### config.mk
export PLATFORM = sky130hd
export DESIGN_NAME = processor_test_monitor
export DESIGN_NICKNAME = d
export VERILOG_FILES = /design/src/rtl/processor_test_monitor_pkg.sv /design/src/rtl/processor_test_monitor_sat_counter.sv /design/src/rtl/processor_test_monitor.sv
export SDC_FILE = /design/constraint.sdc
export NUM_CORES = 1
export LEC_CHECK = 0
export BUFFER_PORTS_ARGS = -buffer_cell sky130_fd_sc_hd__buf_2
export CAP_MARGIN = 20
export CORE_UTILIZATION = 40
export DETAILED_ROUTE_END_ITERATION = 7
export PLACE_DENSITY = 0.64
export SLEW_MARGIN = 5
export SYNTH_ARGS = -nofsm -noshare
export SYNTH_HDL_FRONTEND = slang
export SYNTH_SLANG_ARGS = --single-unit
### constraint.sdc
create_clock -name i_clk -period 10.2 [get_ports i_clk]
set_input_delay 1.53 -clock i_clk [delete_from_list [all_inputs] [get_ports i_clk]]
set_output_delay 1.53 -clock i_clk [all_outputs]
set_load 0.01 [all_outputs]
### src/rtl/processor_test_monitor_pkg.sv
// processor_test_pkg: shared state encoding, default signature codes and register indices for the test monitor
package processor_test_pkg;
   typedef enum logic [2:0] {ST_RUN, ST_PASS, ST_FAIL, ST_ERROR, ST_TIMEOUT} state_t;
   localparam logic [31:0] DEF_PASS_CODE = 32'h0000_600D;
   localparam logic [31:0] DEF_FAIL_CODE = 32'h0000_DEAD;
   localparam logic [31:0] DEF_TAG_CODE  = 32'h0000_BEEF;
   localparam int DEF_DONE_REG   = 25;
   localparam int DEF_RESULT_REG = 16;
   localparam int DEF_TAG_REG    = 17;
endpackage

### src/rtl/processor_test_monitor_sat_counter.sv
// sat_counter: accumulating counter, saturating at all-ones or wrapping modulo 2^W
// Ports: i_clk/i_rst clock and async active-high reset, i_en qualifies an add of i_inc, o_cnt current value.
module sat_counter #(
   parameter int W     = 32,
   parameter int INC_W = 1,
   parameter bit SAT   = 1'b1
) (
   input  logic             i_clk,
   input  logic             i_rst,
   input  logic             i_en,
   input  logic [INC_W-1:0] i_inc,
   output logic [W-1:0]     o_cnt
);
   localparam int SW = W + 1;
   logic [W-1:0] r_cnt;
   logic [W:0]   w_sum;
   logic [W-1:0] w_next;
   always_comb begin
      w_sum  = {1'b0, r_cnt} + SW'(i_inc);
      w_next = (SAT && w_sum[W]) ? '1 : w_sum[W-1:0];
   end
   always_ff @(posedge i_clk or posedge i_rst)
      if (i_rst) r_cnt <= '0;
      else if (i_en) r_cnt <= w_next;
   assign o_cnt = r_cnt;
endmodule

### src/rtl/processor_test_monitor.sv
// processor_test_monitor: snoops register writes, retirement and serial output to classify end of test
// Ports: i_clk/i_rst clock and async active-high reset; i_enable gates counting and evaluation;
// i_rf_* register-file write snoop; i_retire, i_pc_in, i_instr_in retirement/context; i_serial_* byte stream;
// o_done and one-hot o_pass/o_fail/o_error/o_timeout sticky status; o_*_count, o_serial_* counters;
// o_fail_pc/o_fail_instr context captured on the terminal transition.
module processor_test_monitor
   import processor_test_pkg::*;
#(
   parameter int                 DATA_W         = 32,
   parameter int                 ADDR_W         = 5,
   parameter int                 DONE_REG       = DEF_DONE_REG,
   parameter int                 RESULT_REG     = DEF_RESULT_REG,
   parameter int                 TAG_REG        = DEF_TAG_REG,
   parameter logic [DATA_W-1:0]  PASS_CODE      = DATA_W'(DEF_PASS_CODE),
   parameter logic [DATA_W-1:0]  FAIL_CODE      = DATA_W'(DEF_FAIL_CODE),
   parameter logic [DATA_W-1:0]  TAG_CODE       = DATA_W'(DEF_TAG_CODE),
   parameter int unsigned        TIMEOUT_CYCLES = 100000,
   parameter int                 CNT_W          = 32
) (
   input  logic              i_clk,
   input  logic              i_rst,
   input  logic              i_enable,
   input  logic              i_rf_wren,
   input  logic [ADDR_W-1:0] i_rf_waddr,
   input  logic [DATA_W-1:0] i_rf_wdata,
   input  logic              i_retire,
   input  logic [31:0]       i_pc_in,
   input  logic [31:0]       i_instr_in,
   input  logic              i_serial_wren,
   input  logic [7:0]        i_serial_data,
   output logic              o_done,
   output logic              o_pass,
   output logic              o_fail,
   output logic              o_error,
   output logic              o_timeout,
   output logic [CNT_W-1:0]  o_cycle_count,
   output logic [CNT_W-1:0]  o_instr_count,
   output logic [31:0]       o_fail_pc,
   output logic [31:0]       o_fail_instr,
   output logic [15:0]       o_serial_bytes,
   output logic [15:0]       o_serial_sum
);
   // Compared in 64 bits so a limit beyond the counter range never matches a saturated counter
   localparam logic [63:0] TO_LAST = 64'(TIMEOUT_CYCLES) - 64'd1;
   state_t            r_state;
   logic [DATA_W-1:0] r_res_sh, r_tag_sh;
   logic              r_done, r_pass, r_fail, r_error, r_timeout;
   logic [31:0]       r_fail_pc, r_fail_instr;
   logic [CNT_W-1:0]  w_cycle;
   logic              w_wr, w_run, w_trig, w_tmo;
   state_t            w_cls, w_next;
   always_comb begin
      w_wr   = i_rf_wren && i_rf_waddr != '0;
      w_run  = i_enable && r_state == ST_RUN;
      w_trig = w_run && w_wr && i_rf_waddr == ADDR_W'(DONE_REG) && i_rf_wdata == DATA_W'(1);
      w_tmo  = TIMEOUT_CYCLES != 0 && w_run && 64'(w_cycle) == TO_LAST;
      w_cls  = r_tag_sh != TAG_CODE ? ST_ERROR :
               r_res_sh == PASS_CODE ? ST_PASS :
               r_res_sh == FAIL_CODE ? ST_FAIL : ST_ERROR;
      w_next = w_trig ? w_cls : w_tmo ? ST_TIMEOUT : r_state;
   end
   // Shadows keep tracking while disabled so a later done write sees current values
   always_ff @(posedge i_clk or posedge i_rst)
      if (i_rst) begin
         r_res_sh <= '0;
         r_tag_sh <= '0;
      end else if (w_wr) begin
         if (i_rf_waddr == ADDR_W'(RESULT_REG)) r_res_sh <= i_rf_wdata;
         if (i_rf_waddr == ADDR_W'(TAG_REG)) r_tag_sh <= i_rf_wdata;
      end
   always_ff @(posedge i_clk or posedge i_rst)
      if (i_rst) begin
         r_state      <= ST_RUN;
         r_done       <= 1'b0;
         r_pass       <= 1'b0;
         r_fail       <= 1'b0;
         r_error      <= 1'b0;
         r_timeout    <= 1'b0;
         r_fail_pc    <= '0;
         r_fail_instr <= '0;
      end else if (w_trig || w_tmo) begin
         r_state      <= w_next;
         r_done       <= 1'b1;
         r_pass       <= w_next == ST_PASS;
         r_fail       <= w_next == ST_FAIL;
         r_error      <= w_next == ST_ERROR;
         r_timeout    <= w_next == ST_TIMEOUT;
         r_fail_pc    <= i_pc_in;
         r_fail_instr <= i_instr_in;
      end
   sat_counter #(.W(CNT_W)) u_cycle (
      .i_clk(i_clk), .i_rst(i_rst), .i_en(w_run), .i_inc(1'b1), .o_cnt(w_cycle));
   sat_counter #(.W(CNT_W)) u_instr (
      .i_clk(i_clk), .i_rst(i_rst), .i_en(w_run && i_retire), .i_inc(1'b1), .o_cnt(o_instr_count));
   sat_counter #(.W(16)) u_bytes (
      .i_clk(i_clk), .i_rst(i_rst), .i_en(w_run && i_serial_wren), .i_inc(1'b1), .o_cnt(o_serial_bytes));
   sat_counter #(.W(16), .INC_W(8), .SAT(1'b0)) u_sum (
      .i_clk(i_clk), .i_rst(i_rst), .i_en(w_run && i_serial_wren), .i_inc(i_serial_data), .o_cnt(o_serial_sum));
   assign o_cycle_count = w_cycle;
   assign o_done        = r_done;
   assign o_pass        = r_pass;
   assign o_fail        = r_fail;
   assign o_error       = r_error;
   assign o_timeout     = r_timeout;
   assign o_fail_pc     = r_fail_pc;
   assign o_fail_instr  = r_fail_instr;
endmodule

==> impl_metrics.yaml <==
status:
  status: "completed"
setup_path:
  worstPathBufferInverterCount: 3
  crit_path_start: "i_enable"
  cpMostUsedCell: "buf_4"
  crit_family: "simple AND/OR/NAND/NOR gates"
  critPathSlowestCell: "nor4_1"
  crit_type: "in2reg"
  reg2reg_slack_ps: 7030
  setup.worst_path.end: "o_fail_instr[5]"
  cp.depth: 8
  cp-start-kind: "input port"
  rr_startpoint: "r_state[1]"
  crit_required_ps: 10610
  arrival_ps: 4160
  critical_path.max_stage_delay_ps: 730
  r2r_end: "o_fail_instr[5]"
  critPathMaxFanout: 54
  path_cells: "buf_2 -> nor4b_4 -> buf_4 -> nand3_1 -> nor4_1 -> nor2_4 -> buf_4 -> mux2_4"
  worstRegToRegCells: 7
  endpoint_kind: "flop"
global_routing:
  grt_max_degree: 119
  grtUsageTotal_pct: 19.1
  antenna_found_initial: 1
  grt_pass1_vias: 8026
  grt-ovfl-total: 0
  grt_first_pass_wirelength_mm: 43.5
logic_synthesis:
  ys_seq_elements: 232
  yosysWarnings: 0
  post-synth-top-count-cell: "dfrtp_1"
  synth_edf_count: 0
  synth_fp_nets: 1034
  ys_top_cells_by_area: "dfrtp_1 53%, mux2_4 8.2%, mux2_2 7.5%"
  post_synth.cell_area_avg_um2: 12.1
  yosys.area.top_type_share_pct: 53.0
  synth_flop_cell: "dfrtp_1"
  ys_top_cells_by_count: "232 x dfrtp_1, 109 x nand2_1, 73 x mux2_2"
  syn-cell-area_mm2: 0.0110
  synthArstFlopShare_pct: 100
  yosys.area.top_type: "dfrtp_1"
  synth_cell_types: 64
  ys_seq_area_share_pct: 53.0
  syn_inst: 907
clock_network:
  clock_latency_ps: 540
  clkSlewWorstSetupHoldPaths_ps: 60
  cts_hold_buffers: 0
  post_cts_buffers: 0
  numCtsBuffers: 28
  cts_resized: 0
  cts_root_buf: "clkbuf_16"
  cts_max_level: 1
  cts.sinks: 232
  cts_buffer_depth: 3
  cts_tree: "built"
final_layout:
  antenna_cells: 0
  synthToLayoutAreaGrowth_pct: 23.7
  finalNetCount: 1317
  final_util_pct: 50.4
  multi_input_area_mm2: 0.00492
  final-seq-area_mm2: 0.00581
  n_fill_cell: 2433
  drive_above_1_share_pct: 40.1
sta:
  fin_skew_ps: 14.6
  layout_min_cycle_time_ps: 3750
  max_freq_ghz: 0.267
  relSlewSlack_pct: 33.9
  hold_viol: 0
  worst_pin_slew_ps: 991
  setup_ws_ps: 6450
  rsz0062_at_grt: "no"
  setup_viol: 0
  hold_ws_ps: 466
  drv_slew: 0
  fin_tns_setup_ps: 0
  fin_crit_sh_pct: 36.7
worst_hold_path:
  hold_start: "o_done"
  worstHoldPathType: "reg2reg"
route:
  routed_wl_mm: 26.8
  drt-initial-drc-count: 477
  drc: 0
  drt_pass1_iterations: 4
  viasPerCell: 5.23
  wire_per_inst_um: 17.3
  via_count: 8118
  ant_nets: 0
power:
  power_w: 0.00255
  leakage_nw: 7.23
  irDropWorstVdd_mv: 0.101
  powerDensity_mw_per_mm2: 188
placed_design:
  routabilityCongestion: 0.816
  dp.final_hpwl_mm: 18.9
  preCtsSetupSlack_ps: 5880
  portBuffers: 279
floorplanning:
  die_h_um: 167
  row_count: 60
  dieWidth_um: 167
  ios: 280
  die-area_mm2: 0.0280
  initial_core_util_pct: 40.7
  core-area_mm2: 0.0269
job:
  cap_violations: 0
-- layer usage --
metal / GRT usage [%] / up-vias / routed length (µm)
li1: - / 3847 / -
met5: 0 / - / 0
met1: 26.4 / 3985 / 12200
met2: 30.4 / 248 / 12200
met4: 4.67 / 0 / 568
met3: 4.33 / 38 / 1880
-- area by class of cell --
class                   instances  share of cell area [%]
flip-flops and latches        232                    42.9
inverters                      11                   0.360
clock buffers                  40                    6.03
multi-input cells             632                    36.3
repair buffers                285                    10.6
clock inverters                10                   0.637
well taps                     341                    3.15
-- worst min-delay path by stage --
stage	endpoint	cells past startpoint
finish	o_done	1
global route	o_done	1
CTS	o_done	1
detailed placement	o_done	1
global placement	o_done	1
floorplan	r_res_sh[0]	1
-- metrics by stage --
step	instances	cell area (µm²)
4_1_cts	1551	13500
3_5_place_dp	1501	12600
2_1_floorplan	907	11000
5_1_grt	1551	13500
3_3_place_gp	1501	12600
6_report	1551	13500
-- where the power goes --
| part | internal (W) | total, W | switching [W] |
|---|---|---|---|
| Clock | 0.000580 | 0.000971 | 0.000391 |
| Combinational | 0.000200 | 0.000448 | 0.000249 |
| Sequential | 0.00103 | 0.00113 | 0.000100 |
| Total | 0.00181 | 0.00255 | 0.000741 |
-- state kept, by name (all words and copies together), names as in the netlist --
register,count
o_fail_instr,32
o_fail_pc,32
r_res_sh,32
r_tag_sh,32
u_cycle.o_cnt,32
u_instr.o_cnt,32
u_bytes.o_cnt,16
u_sum.o_cnt,16
r_state,3
o_done,1
o_error,1
o_fail,1
o_pass,1
o_timeout,1
-- placed cells by master, fill, tap and decap left out, types with 5 or more instances in the layout --
cell type / count
o21ai_0: 14
buf_4: 6
clkbuf_16: 29
clkbuf_8: 5
nor2_1: 35
buf_2: 279
a21oi_1: 6
and4_1: 10
clkbuf_1: 6
inv_1: 10
nand4_1: 35
clkinv_2: 5
and3_1: 19
mux2_4: 60
nor4b_1: 6
a211oi_1: 6
dfrtp_1: 232
mux2_2: 73
nor3_1: 16
xor2_1: 41
nand2_1: 109
nor4_1: 35
or2_2: 5
ha_1: 11
nand3_1: 45
xnor2_1: 26
-- kinds of logic after synthesis --
logic type	Yosys count	share of synthesized area, %
xor gates and xnor gates	67	5.36
and+or+nand+nor	361	18.5
muxes	138	16.2
adders and majority gates	12	1.44
DFF	232	53.0
AOI/OAI and AO/OA	54	3.36
buffers and inverters	43	2.15
(Power assumes the default switching activity.)
